## src/rtl/cache_tag_ctrl.sv

```systemverilog
// cache_tag_ctrl
// Two-way set-associative tag controller. Clears the tag RAM after reset,
// then serves one lookup at a time: a hit refreshes the LRU bit, and a miss
// requests the line from memory and writes the victim way on refill.
//
// Ports
//   clk, rst             clock, synchronous active-high reset
//   req_valid/req_addr   lookup request; accepted when req_ready is high
//   req_ready            high only while idle
//   resp_valid           one-cycle result strobe with resp_hit/resp_way
//   init_done            tag clear sweep finished
//   tag_raddr/tag_re     tag RAM read port (1-cycle latency into tag_dout)
//   tag_waddr/tag_we     tag RAM write port, per-way enable, data tag_din
//   tag_refill           write comes from a line refill
//   tag_load_over        line load finished (refill cycle)
//   tag_cache_reset_n    low while the clear sweep is running
//   mem_req/mem_addr     line fetch request, held until mem_ack
//   mem_ack/mem_done     fetch accepted / line fill finished
//
// Tag word: {lru, valid1, tag1, valid0, tag0}; lru names the way to evict next.
//
// state     | meaning
// INIT      | clear sweep, counter runs over every set
// IDLE      | ready for a request, tag read issued on req_valid
// LOOKUP    | tag word available, compare both ways
// MISS_REQ  | line fetch requested, waiting for mem_ack
// MISS_WAIT | waiting for mem_done
// REFILL    | victim tag written, miss response out

module cache_tag_ctrl #(
  parameter int ADDR_WIDTH   = 7,
  parameter int TAG_WIDTH    = 21,
  parameter int OFFSET_WIDTH = 4
) (
  input  logic                     clk,
  input  logic                     rst,
  input  logic                     req_valid,
  input  logic [31:0]              req_addr,
  output logic                     req_ready,
  output logic                     resp_valid,
  output logic                     resp_hit,
  output logic                     resp_way,
  output logic                     init_done,
  output logic [ADDR_WIDTH-1:0]    tag_raddr,
  output logic                     tag_re,
  output logic [ADDR_WIDTH-1:0]    tag_waddr,
  output logic [1:0]               tag_we,
  output logic [2*TAG_WIDTH+2:0]   tag_din,
  input  logic [2*TAG_WIDTH+2:0]   tag_dout,
  output logic                     tag_refill,
  output logic                     tag_load_over,
  output logic                     tag_cache_reset_n,
  output logic                     mem_req,
  output logic [31:0]              mem_addr,
  input  logic                     mem_ack,
  input  logic                     mem_done
);

  localparam int WORD_W = 2*TAG_WIDTH + 3;
  localparam int LRU_B  = WORD_W - 1;
  localparam int V1_B   = WORD_W - 2;
  localparam int T1_LO  = TAG_WIDTH + 1;
  localparam int V0_B   = TAG_WIDTH;
  localparam logic [31:0] LINE_MASK = ~((32'd1 << OFFSET_WIDTH) - 32'd1);

  typedef enum logic [2:0] {
    INIT,
    IDLE,
    LOOKUP,
    MISS_REQ,
    MISS_WAIT,
    REFILL
  } state_t;

  state_t                  state;
  logic [ADDR_WIDTH-1:0]   init_cnt;
  logic [31:0]             lat_addr;
  logic                    victim;
  logic [WORD_W-1:0]       old_word;

  logic [TAG_WIDTH-1:0]    lat_tag;
  logic [ADDR_WIDTH-1:0]   lat_idx;
  logic                    hit0;
  logic                    hit1;
  logic                    hit_way;
  logic                    victim_c;
  logic [WORD_W-1:0]       refill_word;

  assign lat_tag = lat_addr[31 -: TAG_WIDTH];
  assign lat_idx = lat_addr[OFFSET_WIDTH +: ADDR_WIDTH];

  // Read is launched straight from the request so the tag word is ready in LOOKUP.
  assign tag_raddr = req_addr[OFFSET_WIDTH +: ADDR_WIDTH];
  assign tag_re    = (state == IDLE) && req_valid;

  assign hit0    = tag_dout[V0_B] && (tag_dout[TAG_WIDTH-1:0] == lat_tag);
  assign hit1    = tag_dout[V1_B] && (tag_dout[T1_LO +: TAG_WIDTH] == lat_tag);
  // A double hit resolves to way 0.
  assign hit_way = ~hit0;

  // Fill an empty way first; only evict by LRU when both ways are valid.
  assign victim_c = !tag_dout[V0_B] ? 1'b0 :
                    !tag_dout[V1_B] ? 1'b1 : tag_dout[LRU_B];

  always_comb begin
    refill_word = old_word;
    if (victim) begin
      refill_word[T1_LO +: TAG_WIDTH] = lat_tag;
      refill_word[V1_B]               = 1'b1;
    end else begin
      refill_word[TAG_WIDTH-1:0]      = lat_tag;
      refill_word[V0_B]               = 1'b1;
    end
    refill_word[LRU_B] = ~victim;
  end

  always_ff @(posedge clk) begin
    if (rst) begin
      state             <= INIT;
      init_cnt          <= '0;
      init_done         <= 1'b0;
      req_ready         <= 1'b0;
      resp_valid        <= 1'b0;
      resp_hit          <= 1'b0;
      resp_way          <= 1'b0;
      mem_req           <= 1'b0;
      mem_addr          <= '0;
      tag_we            <= 2'b00;
      tag_waddr         <= '0;
      tag_din           <= '0;
      tag_refill        <= 1'b0;
      tag_load_over     <= 1'b0;
      tag_cache_reset_n <= 1'b0;
      lat_addr          <= '0;
      victim            <= 1'b0;
      old_word          <= '0;
    end else begin
      // Strobes default low; states below raise them for a single cycle.
      resp_valid    <= 1'b0;
      tag_we        <= 2'b00;
      tag_refill    <= 1'b0;
      tag_load_over <= 1'b0;

      case (state)
        INIT: begin
          init_cnt <= init_cnt + 1'b1;
          if (&init_cnt) begin
            state             <= IDLE;
            init_done         <= 1'b1;
            req_ready         <= 1'b1;
            tag_cache_reset_n <= 1'b1;
          end
        end

        IDLE: begin
          if (req_valid) begin
            lat_addr  <= req_addr;
            req_ready <= 1'b0;
            state     <= LOOKUP;
          end
        end

        LOOKUP: begin
          if (hit0 || hit1) begin
            resp_valid <= 1'b1;
            resp_hit   <= 1'b1;
            resp_way   <= hit_way;
            tag_we     <= hit_way ? 2'b10 : 2'b01;
            tag_waddr  <= lat_idx;
            tag_din    <= {~hit_way, tag_dout[LRU_B-1:0]};
            req_ready  <= 1'b1;
            state      <= IDLE;
          end else begin
            victim   <= victim_c;
            old_word <= tag_dout;
            mem_req  <= 1'b1;
            mem_addr <= lat_addr & LINE_MASK;
            state    <= MISS_REQ;
          end
        end

        MISS_REQ: begin
          if (mem_ack) begin
            mem_req <= 1'b0;
            state   <= MISS_WAIT;
          end
        end

        MISS_WAIT: begin
          if (mem_done) begin
            tag_refill    <= 1'b1;
            tag_load_over <= 1'b1;
            tag_waddr     <= lat_idx;
            tag_we        <= victim ? 2'b10 : 2'b01;
            tag_din       <= refill_word;
            resp_valid    <= 1'b1;
            resp_hit      <= 1'b0;
            resp_way      <= victim;
            state         <= REFILL;
          end
        end

        REFILL: begin
          req_ready <= 1'b1;
          state     <= IDLE;
        end

        default: state <= INIT;
      endcase
    end
  end

endmodule

```

## config.mk

```make
export PLATFORM = sky130hd
export DESIGN_NAME = cache_tag_ctrl
export DESIGN_NICKNAME = d
export VERILOG_FILES = /design/src/rtl/cache_tag_ctrl.sv
export SDC_FILE = /design/constraint.sdc
export NUM_CORES = 1
export LEC_CHECK = 0
export ABC_AREA = 1
export CELL_PAD_IN_SITES_DETAIL_PLACEMENT = 1
export CELL_PAD_IN_SITES_GLOBAL_PLACEMENT = 2
export CORE_MARGIN = 8
export CORE_UTILIZATION = 27
export DETAILED_ROUTE_END_ITERATION = 8
export HOLD_SLACK_MARGIN = 0.12
export PLACE_DENSITY = 0.78
export RECOVER_POWER = 50
export SLEW_MARGIN = 5
export SYNTH_ARGS = -nofsm -noshare
export SYNTH_HDL_FRONTEND = slang
export SYNTH_SLANG_ARGS = --single-unit
```

## constraint.sdc

```tcl
create_clock -name clk -period 1.9 [get_ports clk]
set_input_delay 0.19 -clock clk [delete_from_list [all_inputs] [get_ports clk]]
set_output_delay 0.19 -clock clk [all_outputs]
set_load 0.01 [all_outputs]
```

# Yosys cells after proc, flatten, opt, wreduce, memory -nomap -nowiden
# Index checks and enable logic that the tools add are counted.
# classes
muxes	36
n_addsub	1
eq_ne	13
bitwise	4
n_reduce_logical	17
# op_table
cell	n
2-to-1 mux 45 bit	2
case mux 45 bit (2 select lines)	1
2-to-1 mux 22 bit	2
equality test 21 bit	2
case mux 3 bit (6 select lines)	1
2-to-1 mux 7 bit	2
case mux 7 bit (2 select lines)	1
2-to-1 mux 1 bit	12
2-to-1 mux 3 bit	4
inequality test 2 bit (second input constant)	6
2-to-1 mux 2 bit	5
case mux 1 bit (2 select lines)	4
AND reduction 4 bit	2
AND reduction 8 bit	1
adder 7 x 1 -> 7 bit (second input constant)	1
AND reduction 7 bit	1
equality test 3 x 2 -> 1 bit (second input constant)	2
equality test 3 bit (second input constant)	2
AND reduction 3 bit	2
NOT 1 bit	4
case mux 1 bit (4 select lines)	1
case mux 2 bit (2 select lines)	1
AND reduction 2 bit	2
nonzero test 2 bit	2
6 further kinds	8
# word_totals
word_cells	87
register_bits	176
out_inout_bits	103
input_bits	82

# Depth between registers and ports, before layout
# logic_depth
ltp_word	5
ltp_mapped	13
depth_no_buf	13

# Worst setup path after synthesis
# OpenSTA, ideal clock, no wires.
# synth_timing
path_type	reg-to-reg
from	register state[0]
to	register lat_addr[28]
n_path_buf	2
path_stages_with_launch	10
t_arrival_ns	1.541
setup_time_ns	0.128
path_slack_ns	0.230
period_less_slack_ns	1.670
required_time_ns	1.772
cell_sequence	dfxtp_1 inv_1 nor2_1 nand2_1 nor2_1 inv_1 clkbuf_1 clkbuf_1 o21ai_0 a21oi_1
# synth_between
elab_chain_len	2
# synth_rtl
item	line_no	source
start, declared	75	state_t state;
start signal, assigned	119	state <= INIT;
start signal, assigned	148	state <= IDLE;
start signal, assigned	159	state <= LOOKUP;
equality test 3 x 1 -> 1 bit	144	case (state)
AND reduction 2 bit (no line)	--	
end signal, assigned	157	lat_addr <= req_addr;
end, declared	77	logic [31:0] lat_addr;
# Every way passes these cells.
# A chain may end at the register's enable or synchronous reset.

# Worst setup path after layout
# layout_timing
from	register lat_addr[16]
to	register old_word[0]
# layout_between
elab_chain_len	5
elab_cells_between_ends	7
cone_classes	2 x eq/ne; 1 x bitwise; 4 x reduce/logical
# layout_rtl
item	line_no	source
equality test 21 bit, on equally long branches	96, 97	
logical AND 1 bit, on equally long branches	96, 97	
logical OR 1 bit *	164	if (hit0 || hit1) begin
NOT 1 bit (no line) *	--	
AND reduction 2 bit (no line) *	--	
end signal, assigned	175	old_word <= tag_dout;
end, declared	79	logic [WORD_W-1:0] old_word;
# Every way passes the cells marked *; elsewhere a longest branch is shown, timed or not.

==> impl_summary.log <==
[metrics] run status: finished with violations
[metrics] violations in the final reports: negative setup slack
[metrics] DRT met1 WL: 16,900 um
[metrics] count of unresolved DRC violations after routing: 0
[metrics] Crit Path Max Fanout: 8
[metrics] leakage power figure: 5.186 nW
[metrics] library cell with the largest summed area after synthesis: dfxtp_1
[metrics] final-layout fill cell count: 3,610
[metrics] endpoints failing hold: 0
[metrics] Sw Share: 34.88%
[metrics] mean cell area of the mapped netlist: 6.910 sq um
[metrics] most used standard cells in the synthesized netlist: nand2_1, dfxtp_1, nor2_1
[metrics] Rel. slew slack: 63.62%
[metrics] required arrival time at the worst endpoint: 2280 ps
[metrics] logic gate share of total power: 37.3%
[metrics] Worst Path Arrival: 2370 ps
[metrics] final critical delay including setup and external delays: 1982 ps
[metrics] met3 wire length: 1941 um
[metrics] setup slack, reg-to-reg: -80 ps
[metrics] sequential cell area: 3475 sq um
[metrics] share of async-settable or async-resettable flops after synthesis: 0%
[metrics] share of power burned in registers: 34.3%
[metrics] weighted congestion at the end of routability-driven global placement: 0.8396
[metrics] top cells by area, synth: dfxtp_1, nand2_1, nor2_1
[metrics] synthesis-to-layout area growth: 57.85%
[metrics] antenna violations before repair: 2
[metrics] die extent in y: 189.0 um
[metrics] DR vias: 9,114
[metrics] depth of the CTS H-tree: 4
[metrics] Yosys warnings: 0
[metrics] share of post-route cells with drive strength above 1: 23.51%
[metrics] setup slack after layout: -81.63 ps
[metrics] number of unique standard cell types used by synthesis: 33
[metrics] sequential cell area fraction in the yosys report: 42.59%
[metrics] global route overflow: 0
[metrics] initial core utilization: 27.35%
[metrics] wire length per cell after detailed routing: 20.26 um
[metrics] max-cap viol count: 0
[metrics] area of the multi-input gates: 4238 sq um
[metrics] number of slew-limit violations in the final report: 0
[metrics] ports placed on the boundary: 185
[metrics] class of the most critical hold timing path: input port to register
[metrics] TritonCTS clock tree: done
[metrics] clk slew on worst S/H paths: 70 ps
[metrics] top layer in use: met5
[metrics] Clock Power Share: 28.4%
[metrics] most numerous cell in the Yosys netlist: nand2_1
[metrics] total met2 wirelength after detailed routing: 18,270 um
[metrics] slew of the pin with the lowest slew margin: 545.7 ps
[metrics] Critical Path Max Stage Delay: 330 ps
[metrics] Worst Setup Start Kind: register
[metrics] maximum number of pins on one net before global-route repair: 86
[metrics] number of iterations in the first detailed-routing pass: 4
[metrics] count of flip-flops with a built-in enable after synthesis: 0
[metrics] Num CTS Buffers: 17
[metrics] cells traversed along the worst timing path: buf_6 > nand2_2 > nand2_1 > nor2_1 > buf_4 > nand2_2 > nor2_2 > nand3_2 > nand3_4 > buf_12 > buf_12 > clkbuf_16 > nand2_4 > a21oi_2
[metrics] post-synthesis instance total: 1,170
[metrics] switching component of the power: 0.004749 W
[metrics] via count of the first global-routing pass: 9,156
[metrics] number of rows created at floorplan: 63
[metrics] flop and latch count out of synthesis: 172
[metrics] clock root buffer: clkbuf_16
[metrics] total placed cells including tap cells: 1,794
[metrics] Vias/cell: 4.916
[metrics] HPWL after detailed placement: 25,260 um
[metrics] Worst path slowest cell: dfxtp_2
[metrics] overall power consumption: 0.01362 W
[metrics] number of clock sinks: 172
[metrics] Pwr per Cell Area: 1067 nW/um^2
[metrics] Final setup viols: 63
[metrics] count of non-filler cells in the finished layout: 1,854
[metrics] final worst-path cycle share: 104.3%
[metrics] hold buffer count at CTS: 0
[metrics] Peak supply drop: 0.5449 mV
[metrics] routed wire length: 37,560 um
[metrics] worst setup timing slack at the placement stage: -461.6 ps
[metrics] worst-case clock buffer depth: 2
[metrics] die span in x: 189.0 um
[metrics] Skew-Pair Late Insertion Delay: 450 ps
[metrics] flip-flop cell with the highest count after synthesis: dfxtp_1
[metrics] global-route wire length before repair: 54,310 um
[metrics] type of the worst setup path: register to register
[metrics] f_max: 504.6 MHz
[metrics] final net count: 1,534
[metrics] overall global routing resource usage: 19.62%
[metrics] violation count after the first detailed-routing iteration: 514
[metrics] category of the worst setup path capture point: register
[metrics] core box area: 29,560 sq um
[metrics] Synth top area share: 42.59%
[metrics] input/output buffers: 176
[metrics] full die area: 35,740 sq um
[metrics] worst clock skew: 10.65 ps
[metrics] Internal Dissipation: 0.008868 W
[metrics] netlist area before placement: 8085 sq um
[metrics] setup repair after global routing missed its margin: yes
[metrics] antenna-violating nets left: 0
==> critical path, delay by kind of cell, from the launching register on <==
kind	cells	cell delay, ps
buffers and inverters	5	730
and+or+nand+nor	8	720
DFF	1	330
AOI/OAI and AO/OA	1	120
==> cell families (layout without fill, tap and decap cells) <==
kind of cell               after synthesis  after routing  share of synthesized area (%)
and+or+nand+nor                        618            618                          33.09
AOI/OAI and AO/OA                      200            200                          14.38
buffers and inverters                  178            468                          9.749
DFF                                    172            172                          42.59
adders and majority gates                1              1                         0.1547
other                                    1              5                        0.04638
==> sequential cells by signal, indices dropped and copies added, names as in the netlist, 2 cells and up <==
| name | cells |
|---|---|
| init_cnt | 7 |
| tag_din | 45 |
| mem_addr | 28 |
| state | 3 |
| lat_addr | 28 |
| old_word | 44 |
| tag_waddr | 7 |
| tag_we | 2 |
==> per-stage QoR <==
step | instance area (sq um) | setup TNS (ps) | util [%] | hold WS [ps]
4_1_cts | 12090 | -118.3 | 40.89 | 196.5
5_1_grt | 12760 | -9914 | 43.17 | 213.9
2_1_floorplan | 8097 | 0 | - | 334.4
6_report | 12760 | -2163 | 43.17 | 201.7
3_5_place_dp | 11180 | -48220 | 37.83 | 454.1
3_3_place_gp | 11180 | -47050 | 37.83 | 451.6
==> power by group through the flow <==
stage                     Clock (W)  Combinational (W)  Sequential, W
after floorplan                   0            0.00205        0.00488
after global placement            0            0.00477        0.00475
after detailed placement          0            0.00485        0.00475
after CTS                   0.00393            0.00501        0.00469
after global routing        0.00409            0.00553        0.00476
final                       0.00386            0.00508        0.00467
==> per-layer routing <==
metal,up-vias,global-route usage (%)
li1,4384,-
met1,4495,24.85
met2,205,32.54
met3,28,5.022
met4,2,5.442
met5,-,0
==> timing repair <==
action | 4_1_cts | 5_1_grt
endpoints found under the setup margin | 132 | 138
gates cloned | 4 | 10
pin swaps | 10 | 56
resized for setup | 38 | 123
endpoints found under the hold margin | 0 | 0
setup buffers | 8 | 7
==> placed cells by master, fill, tap and decap left out, drive strengths merged <==
cell type	instances
a211oi	1
a21boi	1
a21oi	109
a31oi	1
buf	164
bufinv	4
clkbuf	29
clkdlybuf4s15	1
clkdlybuf4s50	102
clkinv	4
clkinvlp	3
conb	4
dfxtp	172
diode	1
dlygate4sd3	72
ha	1
inv	89
nand2	293
nand3	111
nand3b	42
nand4	1
nor2	157
nor3	7
nor3b	1
nor4	2
o211ai	9
o21ai	42
o21bai	1
o221ai	34
o22ai	2
or2	4
==> cell type report <==
cell class              instances  share of cell area, %
repair buffers                350                  28.10
flip-flops and latches        172                  27.23
clock inverters                13                  1.471
multi-input cells             823                  33.21
well taps                     390                  3.824
diodes                          1                0.01961
inverters                      87                  2.716
clock buffers                  18                  3.441
==> final timing paths <==
path	startpoint	end	depth (start not counted)
max	lat_addr[16]	old_word[0]	14
min	rst	tag_din[0]	4
max reg2reg	lat_addr[16]	old_word[0]	14
min reg2reg	resp_way	resp_way	2
Power figures use the tool's default switching activity.
